<file path="src/rtl/conv5x5_window_ctrl.sv">
// Purpose: raster-order pixel sequencer for the KxK window register array and line buffers.
// Latency: i_start -> o_ready 1 cycle; accept -> o_shift_en/o_win_valid/o_col/o_row/o_frame_done 1 cycle.
// Backpressure: o_ready stalls the source; with CONV_BACKPRESSURE_EN it is also gated by i_out_ready.
//
// Optional feature macro: CONV_BACKPRESSURE_EN (undefined by default; i_out_ready then ignored).
// State machine: IDLE -> RUN on i_start; RUN -> DONE on the accept of the last pixel;
// DONE -> IDLE unconditionally. i_start is ignored everywhere except IDLE.

module conv5x5_window_ctrl #(
    parameter int IMG_W = 32,
    parameter int IMG_H = 32,
    parameter int K     = 5,
    parameter int CW    = $clog2(IMG_W),
    parameter int RW    = $clog2(IMG_H)
) (
    input  logic          i_clk,
    input  logic          i_rst,
    input  logic          i_start,
    input  logic          i_valid,
    output logic          o_ready,
    input  logic          i_out_ready,
    output logic          o_shift_en,
    output logic [CW-1:0] o_lb_addr,
    output logic [CW-1:0] o_col,
    output logic [RW-1:0] o_row,
    output logic          o_win_valid,
    output logic          o_busy,
    output logic          o_frame_done
);

    typedef enum logic [1:0] {
        ST_IDLE = 2'd0,
        ST_RUN  = 2'd1,
        ST_DONE = 2'd2
    } state_t;

    // Wrap points and window thresholds, sized to the counters they are compared with.
    localparam logic [CW-1:0] COL_LAST = CW'(IMG_W - 1);
    localparam logic [RW-1:0] ROW_LAST = RW'(IMG_H - 1);
    localparam logic [CW-1:0] WIN_COL  = CW'(K - 1);
    localparam logic [RW-1:0] WIN_ROW  = RW'(K - 1);

    state_t        state_q;
    state_t        state_d;
    logic [CW-1:0] col_q;
    logic [CW-1:0] col_d;
    logic [RW-1:0] row_q;
    logic [RW-1:0] row_d;

    logic          accept;
    logic          col_last;
    logic          row_last;
    logic          win_full;

    logic          shift_q;
    logic          win_q;
    logic          done_q;
    logic [CW-1:0] col_out_q;
    logic [RW-1:0] row_out_q;

`ifdef CONV_BACKPRESSURE_EN
    // A downstream stall withholds ready so no further pixels are taken.
    assign o_ready = (state_q == ST_RUN) && i_out_ready;
`else
    // Downstream is assumed always able to absorb one window per cycle.
    logic unused_out_ready;
    assign unused_out_ready = i_out_ready;
    assign o_ready          = (state_q == ST_RUN);
`endif

    assign accept   = i_valid && o_ready;
    assign col_last = (col_q == COL_LAST);
    assign row_last = (row_q == ROW_LAST);
    // The pixel being accepted completes a KxK neighbourhood once K-1 columns
    // and K-1 rows precede it inside the image.
    assign win_full = (col_q >= WIN_COL) && (row_q >= WIN_ROW);

    // State and position counter registers.
    always_ff @(posedge i_clk) begin
        if (i_rst) begin
            state_q <= ST_IDLE;
            col_q   <= '0;
            row_q   <= '0;
        end else begin
            state_q <= state_d;
            col_q   <= col_d;
            row_q   <= row_d;
        end
    end

    // Next-state and counter update; counters wrap by compare so they never
    // exceed IMG_W-1 / IMG_H-1 even for non-power-of-two image sizes.
    always_comb begin
        state_d = state_q;
        col_d   = col_q;
        row_d   = row_q;
        unique case (state_q)
            ST_IDLE: begin
                col_d = '0;
                row_d = '0;
                if (i_start) begin
                    state_d = ST_RUN;
                end
            end
            ST_RUN: begin
                if (accept) begin
                    if (col_last) begin
                        col_d = '0;
                        if (row_last) begin
                            row_d   = '0;
                            state_d = ST_DONE;
                        end else begin
                            row_d = row_q + RW'(1);
                        end
                    end else begin
                        col_d = col_q + CW'(1);
                    end
                end
            end
            ST_DONE: begin
                state_d = ST_IDLE;
            end
            default: begin
                state_d = ST_IDLE;
            end
        endcase
    end

    // Registered datapath controls: pulses follow the accept by one cycle,
    // position outputs hold their last value through gaps.
    always_ff @(posedge i_clk) begin
        if (i_rst) begin
            shift_q   <= 1'b0;
            win_q     <= 1'b0;
            done_q    <= 1'b0;
            col_out_q <= '0;
            row_out_q <= '0;
        end else begin
            shift_q <= accept;
            win_q   <= accept && win_full;
            done_q  <= accept && col_last && row_last;
            if (accept) begin
                col_out_q <= col_q;
                row_out_q <= row_q;
            end
        end
    end

    // Write and read of the line buffers share one column address.
    assign o_shift_en   = shift_q;
    assign o_win_valid  = win_q;
    assign o_frame_done = done_q;
    assign o_col        = col_out_q;
    assign o_lb_addr    = col_out_q;
    assign o_row        = row_out_q;
    assign o_busy       = (state_q != ST_IDLE);

endmodule
</file>
<file path="config.mk">
export PLATFORM = sky130hd
export DESIGN_NAME = conv5x5_window_ctrl
export DESIGN_NICKNAME = d
export VERILOG_FILES = /design/src/rtl/conv5x5_window_ctrl.sv
export SDC_FILE = /design/constraint.sdc
export NUM_CORES = 1
export LEC_CHECK = 0
export BUFFER_PORTS_ARGS = -buffer_cell sky130_fd_sc_hd__buf_2
export CORE_MARGIN = 4
export CORE_UTILIZATION = 28
export CTS_CLUSTER_DIAMETER = 40
export CTS_CLUSTER_SIZE = 40
export DETAILED_ROUTE_END_ITERATION = 8
export PLACE_DENSITY = 0.58
export SYNTH_ARGS = -nofsm -noshare
export SYNTH_HDL_FRONTEND = slang
export SYNTH_SLANG_ARGS = --single-unit
</file>
<file path="constraint.sdc">
create_clock -name i_clk -period 2.5 [get_ports i_clk]
set_clock_uncertainty 0.15 [all_clocks]
set_input_delay 0.125 -clock i_clk [delete_from_list [all_inputs] [get_ports i_clk]]
set_output_delay 0.125 -clock i_clk [all_outputs]
set_load 0.05 [all_outputs]
</file>
# Word-level counts from Yosys, hierarchy flattened
# Index checks and enable logic that the tools add are counted.
[totals]
mem_count = 0
ff_bits = 25
romBits = 0
mem_bits_rw = 0
latchBits = 0
wordCells = 42
[op_classes]
n_reduce_logical = 11
bitwise = 0
magnitude_cmp = 2
n_mul = 0
div = 0
shift = 0
n_mux = 12
eq_ne = 7
add_sub_neg = 2
[ops]
columns = ["cell", "n"]
rows = [
  ["two-way mux 5 bit", 5],
  ["case mux 5 bit (2 select lines)", 2],
  ["adder 5 x 1 -> 5 bit (second input constant)", 2],
  ["== test 5 bit (second input constant)", 2],
  ["greater-or-equal comparator 5 x 3 -> 1 bit (second input constant)", 2],
  ["two-way mux 2 bit", 4],
  ["!= test 2 x 1 -> 1 bit (second input constant)", 3],
  ["logical AND 1 bit", 5],
  ["case mux 2 bit (2 select lines)", 1],
  ["AND reduction 4 bit", 1],
  ["nonzero test 2 bit", 2],
  ["AND reduction 3 bit", 1],
  ["== test 2 x 1 -> 1 bit (second input constant)", 1],
  ["logical NOT 2 bit", 1],
  ["!= test 2 bit (second input constant)", 1],
  ["AND reduction 2 bit", 1],
]

# Longest topological paths before layout
# Gate-level depths: netlist (run 1).
[depth]
ltp_word = 5
depth_mapped = 7
mapped_depth_nobuf = 6

# Least setup slack after synthesis (run 1)
# Ideal clock, no wire load.
[synth_path]
path_type = "register to register"
start = "register col_q[1]"
end = "register row_q[3]"
path_buffers = 1
arrival_ps = 1702
setup_time_ps = 86
stages_incl_launch_ff = 8
t_required_ps = 2264
setup_slack_ps = 563
cell_sequence = "dfxtp_1 > ha_1 > and3_1 > ha_1 > buf_2 > a21boi_2 > or4_1 > a211oi_1"
[synth_via]
elab_chain_len = 3
[synth_rtl]
columns = ["item", "line", "rtl"]
rows = [
  ["start, declared", "45", "logic [CW-1:0] col_q;"],
  ["start signal, assigned", "86", "col_q <= col_d;"],
  ["== test 5 bit", "72", "assign col_last = (col_q == COL_LAST);"],
  ["!= test 2 x 1 -> 1 bit (no source line)", "--", ""],
  ["AND reduction 3 bit (no source line)", "--", ""],
  ["end signal, assigned", "87", "row_q <= row_d;"],
  ["end, declared", "47", "logic [RW-1:0] row_q;"],
]
# Every way passes these cells.
# A chain may end at the register's enable or synchronous reset.

# Final worst setup path (run 1)
# Ends and elaborated chain as after synthesis.

==> results.yml, run 1 <==
layout:
  layout_commonest_cell: "dfxtp_1"
  fin_nets: 165
  drive_above_1_share: 0.209
  syn_to_final_growth_pct: 14.6
  fillers: 407
  final_cell_area_um2: 1310
  final_cell_mix: "dfxtp_1, nand2_1, buf_2"
  antenna_cells: 0
timing:
  layout_setup_ws_ns: 0.508
  relSlewSlack: 0.670
  rsz0062_at_grt: "no"
  fmax_mhz: 502
  hold_ws_ns: -0.00778
  worstMarginPinSlew_ns: 0.496
  setup_viol: 0
  fin_crit_ns: 1.99
  setup_tns_ns: 0
  hold_violations: 1
  finalCritPeriodShare: 0.797
  finalMaxSlewViolations: 0
setup_path:
  path_common_cell: "ha_1"
  cp-start-kind: "flop"
  crit_chain: "ha_1 > and3_1 > ha_1 > a21boi_2 > or4_1 > a211oi_1"
  slowest_delay_ns: 0.48
  path_max_fanout: 7
  cpMaxStageDelayCell: "or4_1"
  path_class: "reg2reg"
  rr_endpoint: "row_q[3]$_SDFFE_PP0P_"
  end_kind: "flop"
  ff2ff_path_depth: 6
  worstPathArrival_ns: 2.03
  r2r_setup_slack_ns: 0.51
  r2r-start: "col_q[1]$_SDFFE_PP0P_"
  crit_required_ns: 2.54
grt:
  grt_max_degree: 25
  grt_pass1_vias: 907
  grt_use_total: 0.0951
  grt_antenna_before_repair: 0
  grt_pass1_wl_um: 4020
  overflow: 0
floorplan:
  floorplan.io_pins: 25
  dieHeight_um: 71.9
  rows: 22
  die_w_um: 71.9
  die_area_um2: 5170
  core-area_um2: 3800
  start_util: 0.301
clock_tree:
  htree_levels: 1
  tritoncts: "yes"
  postCtsHoldBufs: 0
  cts_buffer_depth: 2
  ctsResizeCount: 0
  clock_sinks: 25
  cts_buffers: 3
  cts_root_buffer: "clkbuf_8"
  insertion_delay_ns: 0.27
  cts.clk_slew.worst_paths_ns: 0.09
  cts_setup_buffers: 0
synthesis:
  synthCells: 136
  ys_ff_latch: 25
  synth_area_um2: 1140
  ys_async_sr_fraction: 0
  syn-num-nets: 147
  ys.flop_type: "dfxtp_1"
  synth.distinct_cells: 33
  syn_avg_cell_area_um2: 8.41
  synth_warnings: 0
  synth-edff-count: 0
  ys_seq_area_frac: 0.438
hold_path:
  min-delay-path-class: "in2reg"
  min-delay-start: "i_start"
  hold_depth: 3
  hold_path_end: "state_q[0]$_SDFFE_PP0P_"
placement:
  dp_hpwl_um: 1690
  place_ws_ns: 0.526
  dpl-instance-area_um2: 1260
  portBuffers: 23
  place_congestion: 0.810
detailed_routing:
  drc: 0
  detail-route-antenna-nets: 0
  vias_per_cell: 4.89
  wirelength_um: 2310
  detail_route.first_pass.iterations: 4
  wl_per_cell_um: 11.5
  vias: 982
  drt_first_iter_violations: 67
pwr:
  p_total_uw: 694
  ir_drop_v: 0.000196
  leakage_nw: 0.544
  power.density_nw_per_um2: 529
outcome:
  failed_checks: "hold timing"
  status: "finished, violations left"
run:
  drv_cap: 0
==> power breakdown <==
part / switching, mW / internal, mW / leakage, nW / total [mW]
Combinational: 0.0366 / 0.0138 / 0.316 / 0.0504
Sequential: 0.00489 / 0.402 / 0.202 / 0.406
Clock: 0.125 / 0.111 / 0.0255 / 0.237
Total: 0.167 / 0.527 / 0.544 / 0.694
==> metrics by stage <==
| stage | std cells | utilization |
|---|---|---|
| detailed placement | 197 | 0.333 |
| CTS | 201 | 0.345 |
| global placement | 197 | 0.333 |
| finish | 201 | 0.345 |
| floorplan | 136 | - |
| global route | 201 | 0.345 |
==> worst max-delay path by stage <==
stage / start / to
2_1_floorplan: col_q[1]$_SDFFE_PP0P_ / row_q[3]$_SDFFE_PP0P_
3_3_place_gp: col_q[0]$_SDFFE_PP0P_ / col_q[3]$_SDFFE_PP0P_
3_5_place_dp: col_q[1]$_SDFFE_PP0P_ / row_q[3]$_SDFFE_PP0P_
4_1_cts: col_q[1]$_SDFFE_PP0P_ / row_q[3]$_SDFFE_PP0P_
5_1_grt: col_q[1]$_SDFFE_PP0P_ / row_q[3]$_SDFFE_PP0P_
6_report: col_q[1]$_SDFFE_PP0P_ / row_q[3]$_SDFFE_PP0P_
==> cells in the mapped netlist, types with 3 or more instances <==
| cell | count | area (µm²) |
|---|---|---|
| dfxtp_1 | 25 | 500 |
| nand2_1 | 24 | 90.1 |
| a21oi_1 | 16 | 80.1 |
| ha_1 | 6 | 75.1 |
| nand3_1 | 6 | 30.0 |
| o21ai_0 | 6 | 30.0 |
| and3_1 | 5 | 31.3 |
| buf_4 | 5 | 37.5 |
| clkbuf_1 | 5 | 18.8 |
| inv_1 | 5 | 18.8 |
| a211oi_1 | 3 | 22.5 |
| nor3_1 | 3 | 15.0 |
| or3_1 | 3 | 18.8 |
==> flip-flops by register name, summed over array words and instances, names as in the netlist <==
| register | flops |
|---|---|
| o_row | 5 |
| o_win_valid | 1 |
| o_frame_done | 1 |
| row_q | 5 |
| o_shift_en | 1 |
| col_q | 5 |
| o_col | 5 |
| state_q | 2 |
==> cell type report <==
class,count,area [µm²],area share
Sequential cell,25,500,0.382
Clock buffer,3,41.3,0.0315
Tap cell,48,60.1,0.0458
Timing Repair Buffer,26,138,0.105
Multi-Input combinational cell,93,547,0.417
Inverter,5,18.8,0.0143
Clock inverter,1,5.00,0.00382
==> worst max-delay path: cells and delay by family, from the launching register on <==
family	cells	cell delay, ns
flip-flops	1	0.40
AND/OR/NAND/NOR	2	0.64
adder cells (fa/ha/maj)	2	0.39
AO/OA/AOI/OAI	2	0.34
==> logic make-up (layout without fill, tap and decap cells) <==
group | Yosys count | after routing | synth area share
DFF | 25 | 25 | 0.438
AOI/OAI and AO/OA | 32 | 32 | 0.164
and+or+nand+nor | 54 | 54 | 0.240
adders and majority gates | 6 | 6 | 0.0656
buffers and inverters | 18 | 35 | 0.0843
muxes | 1 | 1 | 0.00875
==> metal layers <==
metal,vias up,global-route usage,share of wire
li1,500,-,-
met1,461,0.119,0.47
met2,19,0.152,0.46
met3,2,0.0222,0.058
met4,0,0.0480,0.012
met5,-,0,0
Note: power is estimated with default switching activity, not from simulation.
==> run 2, diff against run 1 <==
==> constraint.sdc (replaced) <==
create_clock -name i_clk -period 1.9 [get_ports i_clk]
set_clock_uncertainty 0.15 [all_clocks]
set_input_delay 0.095 -clock i_clk [delete_from_list [all_inputs] [get_ports i_clk]]
set_output_delay 0.095 -clock i_clk [all_outputs]
set_load 0.05 [all_outputs]
==> run 2 against run 1 <==
The run now ends clean. Clock-buffer cell count stayed put. Via count up 4.5%. Clock power rose by 32%. Maximum frequency grew 6.7%. Critical endpoint unchanged.
==> results.yml, run 2 (synthesis gave the netlist of run 1 again) <==
outcome:
  status: "finished, final reports clean"
pwr:
  leakage_nw: 0.591
  ir_drop_v: 0.000232
  power.density_nw_per_um2: 652
  p_total_uw: 926
grt:
  grt_pass1_vias: 987
  overflow: 0
  grt_max_degree: 25
  grt_use_total: 0.104
  grt_pass1_wl_um: 4360
  grt_antenna_before_repair: 0
layout:
  final_cell_mix: "nand2_1, dfxtp_1, buf_2"
  fillers: 412
  fin_nets: 174
  fin_util: 0.374
  drive_above_1_share: 0.302
  fin_cells: 210
  syn_to_final_growth_pct: 24.2
  antenna_cells: 0
  layout_commonest_cell: "nand2_1"
floorplan:
  die_w_um: 71.9
  die_area_um2: 5170
  rows: 22
  core-area_um2: 3800
  start_util: 0.301
  floorplan.io_pins: 25
  dieHeight_um: 71.9
timing:
  hold_violations: 0
  setup_tns_ns: 0
  hold_ws_ns: 0.118
  setup_viol: 0
  finalCritPeriodShare: 0.983
  fin_crit_ns: 1.87
  fmax_mhz: 536
  worstMarginPinSlew_ns: 0.444
  relSlewSlack: 0.704
  finalMaxSlewViolations: 0
setup_path:
  path_class: "reg2reg"
  path_max_fanout: 4
  crit_required_ns: 1.94
  worstPathArrival_ns: 1.91
  end_kind: "flop"
  cp-start-kind: "flop"
detailed_routing:
  vias: 1026
  drc: 0
  wl_per_cell_um: 12.6
  detail-route-antenna-nets: 0
  vias_per_cell: 4.89
  drt_first_iter_violations: 73
  detail_route.first_pass.iterations: 4
  wirelength_um: 2640
placement:
  dp.cells: 205
  dp_hpwl_um: 1870
  place_congestion: 0.788
  portBuffers: 23
clock_tree:
  cts_buffer_depth: 2
  cts.clk_slew.worst_paths_ns: 0.09
  cts_root_buffer: "clkbuf_8"
  cts_buffers: 3
  tritoncts: "yes"
  clock_sinks: 25
  htree_levels: 1
  insertion_delay_ns: 0.26
hold_path:
  min-delay-path-class: "in2reg"
run:
  drv_cap: 0
==> run 2: area by class of cell <==
type / instances / area [µm²] / area share
multi-input combinational: 93 / 584 / 0.411
timing repair buffer: 35 / 208 / 0.146
inverter: 5 / 18.8 / 0.0132
clock buffer: 3 / 41.3 / 0.0291
tap: 48 / 60.1 / 0.0423
sequential: 25 / 503 / 0.354
clock inverter: 1 / 5.00 / 0.00352
==> run 2: repair_timing <==
action	CTS	global route
buffers inserted	0	0
resized for setup	0	7
endpoints found under the hold margin	1	0
hold buffers	1	0
endpoints found under the setup margin	0	2
==> run 2: worst max-delay path, stage by stage (launching register included) <==
cell and delay, ns:
dfxtp_2 0.36, ha_4 0.14, and3_1 0.16, ha_2 0.20, a21boi_2 0.08, or4_4 0.49, a211oi_2 0.22
==> run 2: path summary, 6_finish.rpt <==
check / startpoint / endpoint / slack, ns / cells after the start
hold / removal: i_rst / o_row[1]$_SDFFE_PP0P_ / 0.12 / 2
setup / recovery: col_q[0]$_SDFFE_PP0P_ / row_q[3]$_SDFFE_PP0P_ / 0.03 / 6
hold reg to reg: o_row[4]$_SDFFE_PP0P_ / o_row[4]$_SDFFE_PP0P_ / 0.30 / 2
setup reg to reg: col_q[0]$_SDFFE_PP0P_ / row_q[3]$_SDFFE_PP0P_ / 0.03 / 6
==> run 2: per-stage QoR <==
step | instance area [µm²] | setup slack [ns]
finish | 1420 | 0.0332
global route | 1420 | -0.0363
CTS | 1390 | 0.0109
detailed placement | 1330 | 0.0343
global placement | 1330 | 0.0654
floorplan | 1150 | 0.0167
==> run 2: report_power, final <==
group	internal (mW)	switching [mW]
clock network	0.146	0.165
registers	0.529	0.00724
logic	0.0261	0.0520
==> run 2: routing by layer <==
| metal | track usage | vias up | routed length [µm] | share of wire |
|---|---|---|---|---|
| met5 | 0 | - | 0 | 0 |
| met4 | 0.0438 | 0 | 36 | 0.014 |
| li1 | - | 515 | - | - |
| met3 | 0.0222 | 2 | 190 | 0.072 |
| met2 | 0.178 | 32 | 1210 | 0.46 |
| met1 | 0.127 | 477 | 1200 | 0.46 |
==> run 3, diff against run 2 <==
--- a/config.mk
+++ b/config.mk
@@ -9,9 +9,9 @@
 export CORE_MARGIN = 4
 export CORE_UTILIZATION = 28
 export CTS_CLUSTER_DIAMETER = 40
-export CTS_CLUSTER_SIZE = 40
+export CTS_CLUSTER_SIZE = 24
 export DETAILED_ROUTE_END_ITERATION = 8
-export PLACE_DENSITY = 0.58
+export PLACE_DENSITY = 0.59
 export SYNTH_ARGS = -nofsm -noshare
 export SYNTH_HDL_FRONTEND = slang
 export SYNTH_SLANG_ARGS = --single-unit
==> constraint.sdc (replaced) <==
create_clock -name i_clk -period 1.5 [get_ports i_clk]
set_clock_uncertainty 0.15 [all_clocks]
set_input_delay 0.075 -clock i_clk [delete_from_list [all_inputs] [get_ports i_clk]]
set_output_delay 0.075 -clock i_clk [all_outputs]
set_load 0.05 [all_outputs]
==> run 3 against run 2 <==
The run now ends with setup timing left. Worst hold slack lost 0.043 ns. Cell count grew 5.2%. Flip-flop and latch count is the same. Global-route usage grew 0.43 points. Cell area grew 9.3%. Register-to-register slack lost 0.25 ns. First-iteration DRC count shrank 19%. Power grew 30%. Sequential power grew 26%. Maximum frequency grew 8.9%. Die area is the same. Non-clock buffer count grew 11.
==> results.yml, run 3 (synthesis gave the netlist of run 1 again) <==
floorplan:
  rows: 22
  dieHeight_um: 71.9
  start_util: 0.301
  die_w_um: 71.9
  core-area_um2: 3800
  floorplan.io_pins: 25
  die_area_um2: 5170
timing:
  rsz0062_at_grt: "yes"
  fmax_mhz: 583
  layout_setup_ws_ns: -0.214
  hold_ws_ns: 0.0747
  finalMaxSlewViolations: 0
  worstMarginPinSlew_ns: 0.426
  setup_viol: 10
  fin_crit_ns: 1.71
  relSlewSlack: 0.716
  hold_violations: 0
  finalCritPeriodShare: 1.14
clock_tree:
  tritoncts: "yes"
  cts.clk_slew.worst_paths_ns: 0.09
  htree_levels: 1
  clock_sinks: 25
  insertion_delay_ns: 0.28
  cts_root_buffer: "clkbuf_8"
  cts_buffers: 3
  cts_buffer_depth: 2
setup_path:
  critPathTopFamily: "simple AND/OR/NAND/NOR gates"
  slowest_delay_ns: 0.42
  path_max_fanout: 5
  crit_chain: "ha_4 > and3_4 > ha_4 > a21boi_4 > or4_4 > a211oi_2"
  r2r_setup_slack_ns: -0.21
  worstPathArrival_ns: 1.77
  cpMaxStageDelayCell: "or4_4"
  end_kind: "flop"
  ff2ff_path_depth: 6
  path_common_cell: "ha_4"
  cp_num_buf_inv: 0
  path_class: "reg2reg"
  crit_required_ns: 1.56
  cp-start-kind: "flop"
  cp.depth: 6
detailed_routing:
  top_layer: "met4"
  drt-met1-wl_um: 1270
  drt_first_iter_violations: 59
  vias_per_cell: 4.76
  vias: 1052
  detail_route.first_pass.iterations: 4
  wl_per_cell_um: 12.3
  detail-route-antenna-nets: 0
  wirelength_um: 2710
  wl_met3_um: 119
  wl_met2_um: 1260
  drc: 0
pwr:
  leakage_nw: 0.650
  ir_drop_v: 0.000350
  power.density_nw_per_um2: 773
grt:
  overflow: 0
  grt_antenna_before_repair: 0
  grt_pass1_wl_um: 4480
  grt_pass1_vias: 1037
  grt_max_degree: 25
  grt_use_total: 0.109
run:
  drv_cap: 0
outcome:
  failed_checks: "setup timing"
  status: "finished, violations left"
hold_path:
  hold_depth: 2
  min-delay-path-class: "in2reg"
layout:
  multi_input_area_um2: 609
  fin_nets: 185
  fillers: 394
  fin_util: 0.409
  layout_commonest_cell: "nand2_1"
  seq_area_um2: 508
  antenna_cells: 0
  final_cell_mix: "nand2_1, buf_4, dfxtp_1, buf_2, a21oi_1"
  syn_to_final_growth_pct: 35.8
  drive_above_1_share: 0.370
placement:
  place_congestion: 0.800
  portBuffers: 23
  dp_hpwl_um: 2020
run 3: path summary, 6_finish.rpt:
path | end | from
setup reg to reg | row_q[3]$_SDFFE_PP0P_ | col_q[1]$_SDFFE_PP0P_
hold / removal | row_q[1]$_SDFFE_PP0P_ | i_rst
hold reg to reg | o_row[4]$_SDFFE_PP0P_ | o_row[4]$_SDFFE_PP0P_
setup / recovery | row_q[3]$_SDFFE_PP0P_ | col_q[1]$_SDFFE_PP0P_
run 3: where the power goes:
group	switching, mW	internal [mW]
Combinational	0.0710	0.0422
Clock	0.222	0.191
Sequential	0.00564	0.668
Total	0.299	0.901
run 3: worst register-to-register path, cell delays in order, from the launching register on:
cell and delay (ns):
dfxtp_4 0.36, ha_4 0.13, and3_4 0.18, ha_4 0.16, a21boi_4 0.07, or4_4 0.42, a211oi_2 0.17
run 3: through the flow:
step	setup slack [ns]	TNS, ns	instances	area (µm²)	power (mW)
2_1_floorplan	-0.244	-0.810	136	1190	0.759
3_3_place_gp	-0.196	-0.923	215	1450	0.793
3_5_place_dp	-0.238	-1.17	215	1450	0.794
4_1_cts	-0.244	-1.28	221	1540	1.20
5_1_grt	-0.279	-1.78	221	1550	1.25
6_report	-0.214	-1.20	221	1550	1.20
run 3: cell type report:
| cell class | count | area share |
|---|---|---|
| clock buffer | 4 | 0.0290 |
| multi-input combinational | 93 | 0.392 |
| timing repair buffer | 46 | 0.201 |
| sequential | 25 | 0.327 |
| inverter | 5 | 0.0121 |
| tap | 48 | 0.0387 |
run 3: timing repair:
item / in CTS / in global routing
hold buffers: 1 / 0
resized for setup: 7 / 5
setup buffers: 1 / 0
pin swaps: 5 / 3
endpoints found under the setup margin: 11 / 12
cloned: 0 / 0
endpoints found under the hold margin: 1 / 0
run 3: routing by layer:
layer / vias to the layer above / track usage
li1: 540 / -
met1: 481 / 0.123
met2: 26 / 0.193
met3: 5 / 0.0166
met4: 0 / 0.0626
met5: - / 0
